===== src/rtl/axi_fe_pkg.sv =====
// rtl/axi_fe_pkg.sv - shared state, burst/response constants and response ranking for the AXI front-end
package axi_fe_pkg;

  typedef enum logic [2:0] {
    ST_IDLE,
    ST_RD_REQ,
    ST_RD_WAIT,
    ST_RD_RESP,
    ST_WR_DATA,
    ST_WR_REQ,
    ST_WR_WAIT,
    ST_WR_RESP
  } fe_state_e;

  localparam logic [1:0] BURST_FIXED = 2'b00;
  localparam logic [1:0] BURST_INCR  = 2'b01;
  localparam logic [1:0] BURST_WRAP  = 2'b10;
  localparam logic [1:0] BURST_RSVD  = 2'b11;

  localparam logic [1:0] RESP_OKAY   = 2'b00;
  localparam logic [1:0] RESP_SLVERR = 2'b10;
  localparam logic [1:0] RESP_DECERR = 2'b11;

  // DECERR > SLVERR > OKAY; the encodings already sort in that order.
  function automatic logic [1:0] worst_resp(input logic [1:0] a, input logic [1:0] b);
    return (a > b) ? a : b;
  endfunction

endpackage


===== src/rtl/axi_burst_addr_gen.sv =====
// rtl/axi_burst_addr_gen.sv - combinational next-beat address for FIXED/INCR/WRAP bursts
module axi_burst_addr_gen
  import axi_fe_pkg::*;
#(
  parameter int ADDR_WIDTH = 32,
  parameter int LEN_WIDTH  = 8
) (
  input  logic [ADDR_WIDTH-1:0] addr,
  input  logic [2:0]            size,
  input  logic [LEN_WIDTH-1:0]  len,
  input  logic [1:0]            burst,
  output logic [ADDR_WIDTH-1:0] next_addr
);

  logic [ADDR_WIDTH-1:0] step;
  logic [ADDR_WIDTH-1:0] incr_addr;
  logic [ADDR_WIDTH-1:0] wrap_mask;

  always_comb begin
    step      = ADDR_WIDTH'(1) << size;
    incr_addr = addr + step;
    // Wrap window spans (len+1) beats; legal WRAP lengths make it a power of two.
    wrap_mask = ((ADDR_WIDTH'(len) + ADDR_WIDTH'(1)) << size) - ADDR_WIDTH'(1);
    case (burst)
      BURST_FIXED: next_addr = addr;
      BURST_WRAP:  next_addr = (addr & ~wrap_mask) | (incr_addr & wrap_mask);
      default:     next_addr = incr_addr;
    endcase
  end

endmodule


===== src/rtl/axi_apb_req_frontend.sv =====
// rtl/axi_apb_req_frontend.sv - AXI slave front-end issuing single-beat requests to the APB master
// WRAP bursts are executed only when AXI_FE_WRAP_EN is defined; otherwise they complete with SLVERR.
module axi_apb_req_frontend
  import axi_fe_pkg::*;
#(
  parameter int ADDR_WIDTH  = 32,
  parameter int DATA_WIDTH  = 32,
  parameter int ID_WIDTH    = 4,
  parameter int LEN_WIDTH   = 8,
  parameter int NUM_REGIONS = 2,
  parameter logic [NUM_REGIONS*ADDR_WIDTH-1:0] REGION_BASE = {32'h0002_F000, 32'h0001_F000},
  parameter logic [NUM_REGIONS*ADDR_WIDTH-1:0] REGION_MASK = {32'hFFFF_F000, 32'hFFFF_F000}
) (
  input  logic                    clk,
  input  logic                    rst_n,
  input  logic [ID_WIDTH-1:0]     awid_i,
  input  logic [ADDR_WIDTH-1:0]   awaddr_i,
  input  logic [LEN_WIDTH-1:0]    awlen_i,
  input  logic [2:0]              awsize_i,
  input  logic [1:0]              awburst_i,
  input  logic                    awvalid_i,
  output logic                    awready_o,
  input  logic [DATA_WIDTH-1:0]   wdata_i,
  input  logic [DATA_WIDTH/8-1:0] wstrb_i,
  input  logic                    wlast_i,
  input  logic                    wvalid_i,
  output logic                    wready_o,
  output logic [ID_WIDTH-1:0]     bid_o,
  output logic [1:0]              bresp_o,
  output logic                    bvalid_o,
  input  logic                    bready_i,
  input  logic [ID_WIDTH-1:0]     arid_i,
  input  logic [ADDR_WIDTH-1:0]   araddr_i,
  input  logic [LEN_WIDTH-1:0]    arlen_i,
  input  logic [2:0]              arsize_i,
  input  logic [1:0]              arburst_i,
  input  logic                    arvalid_i,
  output logic                    arready_o,
  output logic [ID_WIDTH-1:0]     rid_o,
  output logic [DATA_WIDTH-1:0]   rdata_o,
  output logic [1:0]              rresp_o,
  output logic                    rlast_o,
  output logic                    rvalid_o,
  input  logic                    rready_i,
  output logic                    req_valid_o,
  input  logic                    req_ready_i,
  output logic                    req_write_o,
  output logic [ADDR_WIDTH-1:0]   req_addr_o,
  output logic [DATA_WIDTH-1:0]   req_wdata_o,
  output logic [DATA_WIDTH/8-1:0] req_wstrb_o,
  input  logic                    rsp_valid_i,
  input  logic [DATA_WIDTH-1:0]   rsp_rdata_i,
  input  logic                    rsp_err_i
);

  localparam int MAX_SIZE = $clog2(DATA_WIDTH / 8);

  fe_state_e state, state_n;

  logic [ID_WIDTH-1:0]     id_q;
  logic [ADDR_WIDTH-1:0]   addr_q;
  logic [LEN_WIDTH-1:0]    len_q;
  logic [LEN_WIDTH-1:0]    beat_cnt;
  logic [2:0]              size_q;
  logic [1:0]              burst_q;
  logic [1:0]              err_q;
  logic [1:0]              bresp_q;
  logic [1:0]              rresp_q;
  logic [DATA_WIDTH-1:0]   rdata_q;
  logic [DATA_WIDTH-1:0]   wdata_q;
  logic [DATA_WIDTH/8-1:0] wstrb_q;
  logic                    rvalid_q;
  logic                    bvalid_q;
  logic                    last_wr;

  logic                    ar_gnt, aw_gnt;
  logic [ID_WIDTH-1:0]     in_id;
  logic [ADDR_WIDTH-1:0]   in_addr;
  logic [LEN_WIDTH-1:0]    in_len;
  logic [2:0]              in_size;
  logic [1:0]              in_burst;
  logic [1:0]              in_err;
  logic                    region_hit;
  logic                    burst_ok;
  logic                    is_last;
  logic                    flagged;
  logic [ADDR_WIDTH-1:0]   next_addr;

  assign is_last = (beat_cnt == len_q);
  assign flagged = (err_q != RESP_OKAY);

  // Round-robin on a tie: serve the channel that was not served last.
  always_comb begin
    ar_gnt = 1'b0;
    aw_gnt = 1'b0;
    if (state == ST_IDLE) begin
      ar_gnt = arvalid_i && (!awvalid_i || last_wr);
      aw_gnt = awvalid_i && (!arvalid_i || !last_wr);
    end
  end

  always_comb begin
    in_id    = ar_gnt ? arid_i    : awid_i;
    in_addr  = ar_gnt ? araddr_i  : awaddr_i;
    in_len   = ar_gnt ? arlen_i   : awlen_i;
    in_size  = ar_gnt ? arsize_i  : awsize_i;
    in_burst = ar_gnt ? arburst_i : awburst_i;
    region_hit = 1'b0;
    for (int i = 0; i < NUM_REGIONS; i++) begin
      if ((in_addr & REGION_MASK[i*ADDR_WIDTH +: ADDR_WIDTH]) == REGION_BASE[i*ADDR_WIDTH +: ADDR_WIDTH])
        region_hit = 1'b1;
    end
`ifdef AXI_FE_WRAP_EN
    burst_ok = (in_burst != BURST_RSVD) &&
               ((in_burst != BURST_WRAP) ||
                (in_len == LEN_WIDTH'(1)) || (in_len == LEN_WIDTH'(3)) ||
                (in_len == LEN_WIDTH'(7)) || (in_len == LEN_WIDTH'(15)));
`else
    burst_ok = (in_burst != BURST_RSVD) && (in_burst != BURST_WRAP);
`endif
    if (!region_hit)
      in_err = RESP_DECERR;
    else if ((in_size > 3'(MAX_SIZE)) || !burst_ok)
      in_err = RESP_SLVERR;
    else
      in_err = RESP_OKAY;
  end

  axi_burst_addr_gen #(
    .ADDR_WIDTH (ADDR_WIDTH),
    .LEN_WIDTH  (LEN_WIDTH)
  ) u_addr_gen (
    .addr      (addr_q),
    .size      (size_q),
    .len       (len_q),
    .burst     (burst_q),
    .next_addr (next_addr)
  );

  always_ff @(posedge clk or negedge rst_n) begin
    if (!rst_n) state <= ST_IDLE;
    else        state <= state_n;
  end

  always_comb begin
    state_n     = state;
    req_valid_o = 1'b0;
    req_write_o = 1'b0;
    wready_o    = 1'b0;
    case (state)
      ST_IDLE: begin
        if (ar_gnt)      state_n = (in_err != RESP_OKAY) ? ST_RD_RESP : ST_RD_REQ;
        else if (aw_gnt) state_n = ST_WR_DATA;
      end
      ST_RD_REQ: begin
        req_valid_o = 1'b1;
        if (req_ready_i) state_n = ST_RD_WAIT;
      end
      ST_RD_WAIT: if (rsp_valid_i) state_n = ST_RD_RESP;
      ST_RD_RESP: begin
        if (rready_i) state_n = is_last ? ST_IDLE : (flagged ? ST_RD_RESP : ST_RD_REQ);
      end
      ST_WR_DATA: begin
        wready_o = 1'b1;
        if (wvalid_i) state_n = !flagged ? ST_WR_REQ : (is_last ? ST_WR_RESP : ST_WR_DATA);
      end
      ST_WR_REQ: begin
        req_valid_o = 1'b1;
        req_write_o = 1'b1;
        if (req_ready_i) state_n = ST_WR_WAIT;
      end
      ST_WR_WAIT: if (rsp_valid_i) state_n = is_last ? ST_WR_RESP : ST_WR_DATA;
      ST_WR_RESP: if (bready_i) state_n = ST_IDLE;
      default:    state_n = ST_IDLE;
    endcase
  end

  always_ff @(posedge clk or negedge rst_n) begin
    if (!rst_n) begin
      id_q     <= '0;
      addr_q   <= '0;
      len_q    <= '0;
      beat_cnt <= '0;
      size_q   <= '0;
      burst_q  <= '0;
      err_q    <= RESP_OKAY;
      bresp_q  <= RESP_OKAY;
      rresp_q  <= RESP_OKAY;
      rdata_q  <= '0;
      wdata_q  <= '0;
      wstrb_q  <= '0;
      rvalid_q <= 1'b0;
      bvalid_q <= 1'b0;
      last_wr  <= 1'b1;
    end else begin
      rvalid_q <= (state_n == ST_RD_RESP);
      bvalid_q <= (state_n == ST_WR_RESP);
      case (state)
        ST_IDLE: begin
          if (ar_gnt || aw_gnt) begin
            id_q     <= in_id;
            addr_q   <= in_addr;
            len_q    <= in_len;
            size_q   <= in_size;
            burst_q  <= in_burst;
            err_q    <= in_err;
            beat_cnt <= '0;
            last_wr  <= aw_gnt;
          end
          if (ar_gnt) begin
            rresp_q <= in_err;
            rdata_q <= '0;
          end
          if (aw_gnt) bresp_q <= in_err;
        end
        ST_RD_WAIT: begin
          if (rsp_valid_i) begin
            rdata_q <= rsp_rdata_i;
            rresp_q <= rsp_err_i ? RESP_SLVERR : RESP_OKAY;
          end
        end
        ST_RD_RESP: begin
          if (rready_i && !is_last) begin
            beat_cnt <= beat_cnt + LEN_WIDTH'(1);
            addr_q   <= next_addr;
          end
        end
        ST_WR_DATA: begin
          if (wvalid_i) begin
            wdata_q <= wdata_i;
            wstrb_q <= wstrb_i;
            // wlast must coincide exactly with the final counted beat.
            if (wlast_i != is_last) bresp_q <= worst_resp(bresp_q, RESP_SLVERR);
            if (flagged && !is_last) begin
              beat_cnt <= beat_cnt + LEN_WIDTH'(1);
              addr_q   <= next_addr;
            end
          end
        end
        ST_WR_WAIT: begin
          if (rsp_valid_i) begin
            if (rsp_err_i) bresp_q <= worst_resp(bresp_q, RESP_SLVERR);
            if (!is_last) begin
              beat_cnt <= beat_cnt + LEN_WIDTH'(1);
              addr_q   <= next_addr;
            end
          end
        end
        default: ;
      endcase
    end
  end

  assign awready_o   = aw_gnt;
  assign arready_o   = ar_gnt;
  assign bid_o       = id_q;
  assign bresp_o     = bresp_q;
  assign bvalid_o    = bvalid_q;
  assign rid_o       = id_q;
  assign rdata_o     = rdata_q;
  assign rresp_o     = rresp_q;
  assign rvalid_o    = rvalid_q;
  assign rlast_o     = rvalid_q && is_last;
  assign req_addr_o  = addr_q;
  assign req_wdata_o = wdata_q;
  assign req_wstrb_o = wstrb_q;

endmodule

===== config.mk =====
export PLATFORM = sky130hd
export DESIGN_NAME = axi_apb_req_frontend
export DESIGN_NICKNAME = d
export VERILOG_FILES = /design/src/rtl/axi_fe_pkg.sv /design/src/rtl/axi_burst_addr_gen.sv /design/src/rtl/axi_apb_req_frontend.sv
export SDC_FILE = /design/constraint.sdc
export NUM_CORES = 1
export LEC_CHECK = 0
export ABC_AREA = 1
export BUFFER_PORTS_ARGS = -buffer_cell sky130_fd_sc_hd__buf_2
export CAP_MARGIN = 20
export CELL_PAD_IN_SITES_DETAIL_PLACEMENT = 2
export CELL_PAD_IN_SITES_GLOBAL_PLACEMENT = 2
export CORE_MARGIN = 2
export CORE_UTILIZATION = 25
export CTS_BUF_LIST = sky130_fd_sc_hd__clkbuf_8
export DETAILED_ROUTE_END_ITERATION = 8
export PLACE_DENSITY_LB_ADDON = 0.05
export SLEW_MARGIN = 20
export SYNTH_ARGS = -nofsm -noshare
export SYNTH_HDL_FRONTEND = slang
export SYNTH_SLANG_ARGS = --single-unit

===== constraint.sdc =====
create_clock -name clk -period 2.7 [get_ports clk]
set_input_delay 0.675 -clock clk [delete_from_list [all_inputs] [get_ports clk]]
set_output_delay 0.675 -clock clk [all_outputs]
set_load 0.01 [all_outputs]

== Word level (Yosys, flattened, before mapping) ==
Cells that the tools add are included.

* Register bits: 137
* Output and inout bits: 120
* Logic and storage cells: 141

* Add/subtract/negate cells: 4
* Order comparisons: 2
* Equal/unequal tests: 27
* Shifts and indexed selects: 2
* Muxes and demuxes: 58
* Bitwise logic cells: 4
* Reductions and logical operators: 28

{| class="wikitable"
|+ Operators with widths
! kind !! number
|-
| two-way mux 32 bit || 9
|-
| one-hot mux 32 bit (2 select lines) || 2
|-
| one-hot mux 32 bit (4 select lines) || 1
|-
| AND 32 bit || 2
|-
| two-way mux 8 bit || 7
|-
| two-way mux 3 bit || 11
|-
| adder 32 bit || 1
|-
| two-way mux 2 bit || 16
|-
| inverter 32 bit || 1
|-
| OR 32 bit || 1
|-
| one-hot mux 8 bit (4 select lines) || 1
|-
| << shifter 1 x 3 -> 32 bit (first input constant) || 1
|-
| << shifter 32 x 3 -> 32 bit || 1
|-
| subtractor 32 x 1 -> 32 bit (second input constant) || 1
|-
| != test 2 bit (second input constant) || 12
|-
| one-hot mux 3 bit (8 select lines) || 1
|-
| equality test 20 x 5 -> 1 bit (second input constant) || 1
|-
| equality test 20 x 6 -> 1 bit (second input constant) || 1
|-
| equality test 3 bit (second input constant) || 5
|-
| adder 8 x 1 -> 9 bit (second input constant) || 1
|-
| equality test 3 x 2 -> 1 bit (second input constant) || 3
|-
| adder 8 x 1 -> 8 bit (second input constant) || 1
|-
| equality test 8 bit || 1
|-
| two-way mux 1 bit || 7
|-
| 22 further kinds || 37
|}

== Longest topological paths before layout ==
* Depth in word-level cells: 16
* Mapped depth: 20

== Cells and area by module ==
From an unflattened synthesis, not the netlist that was laid out.

* Cell total of the unflattened synthesis: 1544
* Area total of the unflattened synthesis: 10207.3 um2

{| class="wikitable"
|+ By module, submodules not included
! module !! instances !! cells an instance !! area an instance (um2)
|-
| axi_apb_req_frontend || 1 || 922 || 6879.1
|-
| axi_burst_addr_gen || 1 || 622 || 3328.2
|}

== Least setup slack after synthesis ==
OpenSTA, ideal clock, no wires.

* Path kind: register to register
* Start point: register size_q[1]
* End point: register (tool-made name)
* Library setup time: 0.122 ns
* Arrival time: 2.807 ns
* Setup slack: -0.229 ns
* Cell stages (with the launch flop): 16
* Buffers on the path: 2
* Clock period less this slack: 2.929 ns
* Path through: dfrtp_1 buf_2 buf_2 nor3_1 ha_1 inv_1 fa_1 inv_1 a31oi_1 o21ai_0 nand2_1 nor2_1 nand3_1 xor2_1 a21oi_1 o21ai_1

{| class="wikitable"
|+ RTL lines
! element !! RTL line !! RTL
|-
| start: declaration || axi_apb_req_frontend.sv:64 || <nowiki>logic [2:0] size_q;</nowiki>
|-
| start signal: assignment || axi_apb_req_frontend.sv:204 || <nowiki>size_q <= in_size;</nowiki>
|}

==> run_results.csv <==
group,metric,value,unit
run_status,status,"finished, violations left",
run_status,violations,"setup timing",
drt,dr_wl_met2,21500,µm
cts,clkTransAtPathRegs,100,ps
floorplanning,io_pins,297,
final_layout,drive_gt1_share,38.4,%
floorplanning,start_util,25.4,%
yosys,yosysWarnings,0,
flow_run,max_cap_viol_count,0,
final_layout,syn_to_final_growth,49.6,%
sta,finClkSkew,15.1,ps
grt,grt_pass1_vias,11553,
sta,setup_viol,4,
final_layout,fillerInstances,4148,
drt,avgViaCountPerCell,4.75,
floorplanning,die-area,36700,µm²
grt,grt.total_usage,23.1,%
critical_path,path_cells,"nor3_4 -> ha_2 -> inv_2 -> fa_2 -> inv_2 -> a31oi_4 -> o21ai_1 -> buf_4 -> nand2_2 -> buf_8 -> buf_4 -> o21ai_4 -> nand3b_1 -> o21ai_0 -> nand2_1 -> nand2_1",
drt,remaining_drc_errors,0,
critical_path,path_delay_family,"buffers and inverters",
final_layout,final_common_cell,"nand2_1",
sta,setup_ws,-60.8,ps
critical_path,worst-setup-path-type,"flip-flop to flip-flop",
yosys,yosys-mux-area-fraction,0.584,%
sta,max_freq,362,MHz
final_layout,seq_area,3440,µm²
cts,clk_latency,510,ps
floorplanning,core_area,34600,µm²
cts,htree_levels,4,
yosys,synth_top_cell_by_area,"dfrtp_1",
cts,cts_tree,"built",
drt,num_vias,10392,
yosys,ys_seq_area_share,39.0,%
cts,clkSinkCount,137,
critical_path,crit_buf_inv,5,
yosys,synth_cells,1282,
sta,min_period,2760,ps
critical_path,cp-start-kind,"flip-flop",
grt,antenna_found_initial,19,
final_layout,finalNetCount,1901,
floorplanning,die_width,192,µm
power_and_ir_drop,vdd_drop_max,423,µV
final_layout,multi_input_area,5290,µm²
cts,clk_path_buf_depth,2,
drt,wl_per_cell,19.2,µm
yosys,yosys_register_bits,137,
sta,setup_tns,-220,ps
grt,grt-ovfl-total,0,
floorplanning,rows,68,
yosys,synth.distinct_cells,55,
final_layout,finalInstanceArea,13100,µm²
yosys,synthTopCellsByArea,"dfrtp_1 (39%), nand2_1 (21%), o21ai_0 (6.9%), nand3_1 (5.6%), inv_1 (4.1%)",
drt,dr.pass1.iters,6,
drt,drt_iter0_drc,349,
sta,slew-limit-headroom,56.5,%
critical_path,worstSetupEndpointType,"flip-flop",
yosys,synth_xor_xnor_area_share,2.19,%
power_and_ir_drop,total_power,0.0166,W
critical_path,crit_slowest_cell,"dfrtp_2",
sta,finalHoldViolations,0,
drt,drt-total-wl,42100,µm
yosys,synthesis.nets,1472,
yosys,synthAdderAreaFrac,1.94,%
power_and_ir_drop,p_leak,6.81,nW
sta,finalCritPeriodShare,102,%
cts,clockRootBuffer,"clkbuf_8",
sta,rsz0062_at_grt,"yes",
placed_design,placed_cell_area,11700,µm²
critical_path,cp_max_fo,6,
final_layout,final_cell_mix,"nand2_1 (449), buf_2 (294), buf_4 (137)",
sta,slew_violations,0,
floorplanning,die_h,192,µm
drt,ant_nets,0,
yosys,syn_avg_cell_area,6.86,µm²
placed_design,gp_congestion,0.831,
drt,routed-wl-met3,2610,µm
yosys,synth_top_family_by_area,"simple AND/OR/NAND/NOR gates",
yosys,synth_area,8790,µm²
critical_path,critical_path.max_stage_delay,460,ps
yosys,yosys.area_share.simple,35.9,%
critical_path,required,3100,ps
grt,grt_start_max_net_pins,68,
placed_design,post-dp-hpwl,32500,µm
sta,worstMarginPinSlew,649,ps
critical_path,regToRegSetupSlack,-60,ps
yosys,post-synth-top-area-fraction,38.7,%
grt,grt_pass1_wl,64400,µm
placed_design,port_buffers,296,
drt,highest_layer,"met5",
min_path,holdCritPathClass,"input port to async pin",
drt,drt-met1-wl,17200,µm
cts,numCtsBuffers,17,
critical_path,worstPathArrival,3160,ps
power_and_ir_drop,powerDensity,1270,nW/µm²
yosys,synth_compound_area_share,13.1,%
-- timing repair --
| action | CTS | global route |
|---|---|---|
| hold endpoints to repair | 0 | 0 |
| gates cloned | 1 | 1 |
| pin swaps | 18 | 63 |
| setup endpoints to repair | 18 | 39 |
| resized for setup | 32 | 157 |
| setup buffers | 11 | 30 |
| hold buffers | 0 | 0 |
-- cells by family (layout without fill, tap and decap cells) --
kind of cell,Yosys count,after routing
buffers and inverters,160,602
AOI/OAI and AO/OA,208,208
and+or+nand+nor,737,737
other,0,11
DFF,137,137
adders and majority gates,13,13
xor gates and xnor gates,22,22
muxes,5,5
-- final timing paths --
check                                      startpoint                          end  cells after the start
max                             size_q[2]$_DFFE_PN0P_                    flip-flop                     16
min                                             rst_n  req_wdata_o[10]$_DFFE_PN0P_                      1
max reg2reg                     size_q[2]$_DFFE_PN0P_                    flip-flop                     16
min reg2reg                req_wdata_o[2]$_DFFE_PN0P_   req_wdata_o[2]$_DFFE_PN0P_                      2
max in group asynchronous                       rst_n          last_wr$_DFFE_PN1P_                      2
min in group clk                          wdata_i[10]  req_wdata_o[10]$_DFFE_PN0P_                      3
-- routing by layer --
layer | GRT usage [%] | vias up
met1 | 26.1 | 5077
li1 | - | 5030
met4 | 5.56 | 20
met3 | 7.97 | 59
met2 | 41.3 | 206
met5 | 0 | -
-- cell usage after synthesis (all sizes together) --
library cell	instances
o21bai	1
xnor2	13
ha	12
mux2i	4
nand2	495
a41oi	1
inv	104
a21oi	38
o22a	2
o22ai	2
a31oi	4
xor2	9
a21boi	2
o21ai	135
nor3b	2
clkinv	4
nor4	7
nor2	82
buf	22
dfstp	1
clkbuf	30
nand3	105
o211a	1
nand4	14
o21a	2
a22oi	9
and3	2
o2111ai	1
or2	9
nor3	19
o2bb2ai	1
a22o	2
o211ai	4
o31ai	3
nand3b	2
mux2	1
fa	1
dfrtp	136
-- per-stage QoR --
| step | std cells | hold WS, ps | util (%) | setup slack [ps] |
|---|---|---|---|---|
| after global routing | 2185 | 82.1 | 37.9 | -210 |
| after CTS | 2150 | 73.6 | 35.7 | -52.0 |
| after floorplan | 1282 | 379 | - | 3.31 |
| after global placement | 2106 | 457 | 33.8 | -205 |
| after detailed placement | 2106 | 460 | 33.8 | -276 |
| final | 2190 | 86.4 | 38.0 | -60.8 |
-- cell type report --
cell class	instances	share of cell area, %
multi-input combinational	985	40.2
sequential	137	26.1
timing repair buffer	461	22.4
tap	455	4.33
inverter	108	3.27
clock buffer	18	1.88
clock inverter	14	1.49
antenna	11	0.209
timing repair inverter	1	0.0381
-- report_power, final --
group / internal, W / switching [W]
sequential: 0.00298 / 0.000810
clock: 0.00104 / 0.000998
combinational: 0.00430 / 0.00651
total: 0.00833 / 0.00832
Power figures use the tool's default switching activity.
